[config.mk]
export PLATFORM = sky130hd
export DESIGN_NAME = serialin_flat
export DESIGN_NICKNAME = d
export VERILOG_FILES = /design/src/rtl/serialin_if.sv /design/src/rtl/serialin.sv /design/src/flat_wrapper.sv
export SDC_FILE = /design/constraint.sdc
export NUM_CORES = 1
export LEC_CHECK = 0
export ABC_AREA = 1
export CORE_ASPECT_RATIO = 2
export CORE_MARGIN = 10
export CORE_UTILIZATION = 45
export DETAILED_ROUTE_END_ITERATION = 8
export SLEW_MARGIN = 15
export SYNTH_ARGS = -nofsm -noshare
export SYNTH_HDL_FRONTEND = slang
export SYNTH_SLANG_ARGS = --single-unit
[constraint.sdc]
create_clock -name clki -period 4.3 [get_ports clki]
set_clock_uncertainty 0.2 [all_clocks]
set_input_delay 0.86 -clock clki [delete_from_list [all_inputs] [get_ports clki]]
set_output_delay 0.86 -clock clki [all_outputs]
set_load 0.05 [all_outputs]
[src/rtl/serialin_if.sv]
// Pin-level bundle between the scanner and an external 74HC165-style chain.
interface serialin_if #(
  parameter int WIDTH = 8
);
  logic             sclk;
  logic             sload_n;
  logic             sdata;
  logic [WIDTH-1:0] data_out;
  logic             upd;

  modport master (output sclk, output sload_n, input sdata, output data_out, output upd);
  modport slave  (input sclk, input sload_n, output sdata, input data_out, input upd);
endinterface

[src/rtl/serialin.sv]
// Free-running load/shift/debounce scanner for a parallel-in/serial-out switch chain.
// A frame is LOAD + GAP + WIDTH sclk periods + DONE; data_out moves after two equal frames.
module serialin #(
  parameter int WIDTH   = 8,
  parameter int CLK_DIV = 4
) (
  input  logic       clki,
  input  logic       rst,
  serialin_if.master bus
);
  localparam int CW = $clog2(2 * CLK_DIV);
  localparam int BW = (WIDTH > 1) ? $clog2(WIDTH) : 1;

  localparam logic [CW-1:0] HALF_LAST = CW'(CLK_DIV - 1);
  localparam logic [CW-1:0] FULL_LAST = CW'(2 * CLK_DIV - 1);
  localparam logic [BW-1:0] BIT_LAST  = BW'(WIDTH - 1);

  localparam logic [2:0] S_IDLE  = 3'd0;
  localparam logic [2:0] S_LOAD  = 3'd1;
  localparam logic [2:0] S_GAP   = 3'd2;
  localparam logic [2:0] S_SHIFT = 3'd3;
  localparam logic [2:0] S_DONE  = 3'd4;

  logic [2:0]       state;
  logic [CW-1:0]    cnt;
  logic [BW-1:0]    bitn;
  logic [WIDTH-1:0] shreg;
  logic [WIDTH-1:0] prev;
  logic [WIDTH-1:0] shreg_shift;
  logic [WIDTH-1:0] data_q;
  logic             sclk_q;
  logic             sload_n_q;
  logic             upd_q;

  assign bus.sclk     = sclk_q;
  assign bus.sload_n  = sload_n_q;
  assign bus.data_out = data_q;
  assign bus.upd      = upd_q;

  generate
    if (WIDTH == 1) begin : g_w1
      assign shreg_shift = bus.sdata;
    end else begin : g_wn
      assign shreg_shift = {shreg[WIDTH-2:0], bus.sdata};
    end
  endgenerate

  always_ff @(posedge clki or posedge rst) begin
    if (rst) begin
      state     <= S_IDLE;
      cnt       <= '0;
      bitn      <= '0;
      shreg     <= '0;
      prev      <= '0;
      data_q    <= '0;
      sclk_q    <= 1'b0;
      sload_n_q <= 1'b1;
      upd_q     <= 1'b0;
    end else begin
      upd_q <= 1'b0;
      case (state)
        // IDLE spans one full cycle after release, so the load strobe starts on the 2nd edge
        S_IDLE: begin
          if (cnt == '0) begin
            cnt <= CW'(1);
          end else begin
            cnt       <= '0;
            state     <= S_LOAD;
            sload_n_q <= 1'b0;
          end
        end
        S_LOAD: begin
          if (cnt == FULL_LAST) begin
            cnt       <= '0;
            state     <= S_GAP;
            sload_n_q <= 1'b1;
          end else begin
            cnt <= cnt + 1'b1;
          end
        end
        S_GAP: begin
          if (cnt == HALF_LAST) begin
            cnt   <= '0;
            bitn  <= '0;
            state <= S_SHIFT;
          end else begin
            cnt <= cnt + 1'b1;
          end
        end
        S_SHIFT: begin
          if (cnt != HALF_LAST) begin
            cnt <= cnt + 1'b1;
          end else if (!sclk_q) begin
            // sample before our own rising sclk lets the chain advance
            cnt    <= '0;
            shreg  <= shreg_shift;
            sclk_q <= 1'b1;
          end else begin
            cnt    <= '0;
            sclk_q <= 1'b0;
            if (bitn == BIT_LAST) begin
              bitn  <= '0;
              state <= S_DONE;
            end else begin
              bitn <= bitn + 1'b1;
            end
          end
        end
        S_DONE: begin
          cnt       <= '0;
          state     <= S_LOAD;
          sload_n_q <= 1'b0;
          if (shreg != prev) begin
            prev <= shreg;
          end else if (shreg != data_q) begin
            data_q <= shreg;
            upd_q  <= 1'b1;
          end
        end
        default: begin
          cnt       <= '0;
          state     <= S_IDLE;
          sclk_q    <= 1'b0;
          sload_n_q <= 1'b1;
        end
      endcase
    end
  end
endmodule

[src/flat_wrapper.sv]
// flat-port wrapper written by rule: the top's interface ports become plain ports
module serialin_flat 
#(
  parameter int WIDTH   = 8,
  parameter int CLK_DIV = 4
)
  (clki, rst, bus_sclk, bus_sload_n, bus_sdata, bus_data_out, bus_upd);
  serialin_if #(.WIDTH(WIDTH)) bus_i ();
  input  logic clki;
  input  logic rst;
  output wire logic [$bits(bus_i.sclk)-1:0] bus_sclk;
  output wire logic [$bits(bus_i.sload_n)-1:0] bus_sload_n;
  input wire logic [$bits(bus_i.sdata)-1:0] bus_sdata;
  output wire logic [$bits(bus_i.data_out)-1:0] bus_data_out;
  output wire logic [$bits(bus_i.upd)-1:0] bus_upd;
  assign bus_sclk = bus_i.sclk;
  assign bus_sload_n = bus_i.sload_n;
  assign bus_i.sdata = bus_sdata;
  assign bus_data_out = bus_i.data_out;
  assign bus_upd = bus_i.upd;
  serialin #(.WIDTH(WIDTH), .CLK_DIV(CLK_DIV)) u_core (.clki(clki), .rst(rst), .bus(bus_i));
endmodule
==> qor.yml <==
worst_pin_slew_ps: 816
die_y_um: 114
cp.required_ps: 3240
startpoint_type: "flop"
path_class: "flop to primary output"
num-nets-final: 274
cts_hold_buf: 0
antenna-diode-count: 0
cts_num_sinks: 36
p_leak_nw: 1.18
async_flop_share: 1.00
yosysTopAreaCell: "dfrtp_1"
core-area_sq_mm: 0.00430
yosys.area.top_type_share: 0.443
ys_ff_latch: 36
grt_max_degree: 37
power_density_mw_per_mm2: 269
min_period_ps: 2660
numCtsBuffers: 5
crit_arrival_ps: 1600
min-delay-start: "u_core.bus.sload_n$_DFFE_PP1P_"
die_x_um: 66.9
multi_input_area_sq_um: 908
dp_hpwl_mm: 3.16
cp_slowest_cell: "clkdlybuf4s50_1"
dr.pass1.iters: 5
dp_slack_ps: 1930
syn_to_final_growth_pct: 13.3
rsz0062_at_grt: "false"
hold_path_class: "flop to flop"
seqCellArea_sq_um: 902
track_usage: 0.122
setup_slack_ps: 1640
cts_tree: "done"
drt_iter0_drc: 76
synth_most_common_cell: "nand2_1"
path_clk_slew_ps: 70
grt_overflow_total: 0
crit_family: "buffers and inverters"
peakVddDrop_v: 0.000196
vias_per_cell: 4.94
setup-tns-final_ps: 0
synth_edf_count: 0
numPortBuffers: 13
wire_per_inst_um: 13.2
cp.buffers_inverters: 1
drive_above_1_share: 0.124
design_area_sq_mm: 0.00224
dieArea_sq_mm: 0.00760
insertion_delay_ps: 280
post-route-util: 0.521
cts_resized: 0
final_hold_viol_count: 0
yosys_warnings: 0
gp_congestion: 0.842
vias: 1581
synth.area.top_cells: "dfrtp_1, nand2_1, inv_1"
yosysSeqAreaShare: 0.457
postSynthAreaPerCell_sq_um: 8.03
fmax_mhz: 375
drc: 0
drt-total-wl_mm: 4.21
ioPinCount: 14
synth_nets: 255
synthCells: 246
relSlewSlack: 0.454
synth.distinct_cells: 26
setup.worst_path.end_class: "primary output"
synth_top_cells_by_count: "nand2_1, dfrtp_1, inv_1, nor2_1, nand3_1"
post_cts_buffers: 0
antenna_found_initial: 0
setup_viol: 0
htree_levels: 2
period_share: 0.619
num_rows: 34
crit_chain: "clkdlybuf4s50_1"
grt_pass1_wl_mm: 7.11
ant_nets: 0
grt_pass1_vias: 1579
status: "finished clean"
cp_max_fo: 2
clock_path_buffers: 2
nFillCells: 435
cpPeakStageDelay_ps: 800
start_util: 0.460
worstReg2RegStart: "u_core.cnt[0]$_DFF_PP0_"
critical_path.startpoint: "u_core.bus.sload_n$_DFFE_PP1P_"
cts-root-buf: "clkbuf_8"
drv_cap: 0
r2r_slack_ps: 2290
detailed_place.area_sq_mm: 0.00216
netlist_area_sq_mm: 0.00198
drv_slew: 0
ys.flop_type: "dfrtp_1"
==> stage by stage <==
stage	hold slack [ps]	cells	total power, mW
after detailed placement	284	312	0.378
after global placement	277	312	0.378
after global routing	330	320	0.628
final	289	320	0.601
after floorplan	261	246	0.369
after CTS	298	320	0.616
==> where the power goes <==
group          leakage [nW]  internal [mW]  total, mW  switching, mW
Sequential            0.464          0.341      0.345        0.00451
Clock                0.0395          0.115      0.231          0.116
Combinational         0.680        0.00829     0.0247         0.0164
==> registers in the layout, indices dropped and copies added (netlist names) <==
register and flops:
u_core.bitn 3, u_core.bus.data_out 8, u_core.bus.sclk 1, u_core.bus.sload_n 1, u_core.bus.upd 1, u_core.cnt 3
u_core.prev 8, u_core.shreg 8, u_core.state 3
==> cells in the final DEF, fill, tap and decap left out, types with 5 or more instances in the layout <==
cell type	n
nand3_1	12
nor2_1	16
nand4_1	8
dfrtp_1	35
clkdlybuf4s50_1	13
inv_1	29
nand2_1	93
o21ai_2	7
clkbuf_8	5
o21ai_0	11
inv_2	6
ha_1	6
==> final cells by class <==
cell class                 count  area share
tap                           54      0.0302
timing repair buffer          14      0.0615
multi-input combinational    171       0.406
sequential                    36       0.403
inverter                      37      0.0637
clock buffer                   8      0.0358
==> worst min-delay path, cell delays in order, from the launching register on <==
cell and delay (ps):
dfstp_2 370, nand2_1 50, o21ai_0 70
==> path summary, 6_finish.rpt <==
path,to,cells after the start
max in group asynchronous,u_core.bus.sload_n$_DFFE_PP1P_,3
min,u_core.bus.sload_n$_DFFE_PP1P_,2
max,bus_sload_n,1
max reg2reg,u_core.state[1]$_DFFE_PP0P_,8
min reg2reg,u_core.bus.sload_n$_DFFE_PP1P_,2
min in group asynchronous,u_core.bus.data_out[2]$_DFFE_PP0P_,3
==> routing by layer <==
layer | global-route usage | vias to the layer above | part of all wire
li1 | - | 805 | -
met1 | 0.111 | 742 | 0.37
met2 | 0.225 | 21 | 0.56
met3 | 0.0216 | 13 | 0.033
met4 | 0.0868 | 0 | 0.044
met5 | 0 | - | 0
==> kinds of logic (layout without fill, tap and decap cells) <==
logic type,Yosys count,in the layout,share of synthesized area
simple gates,141,141,0.337
buf+inv,39,59,0.0836
compound gates,20,20,0.0671
xor+xnor,4,4,0.0177
flops,36,36,0.457
fa+ha+maj,6,6,0.0380
(Power assumes the default switching activity.)
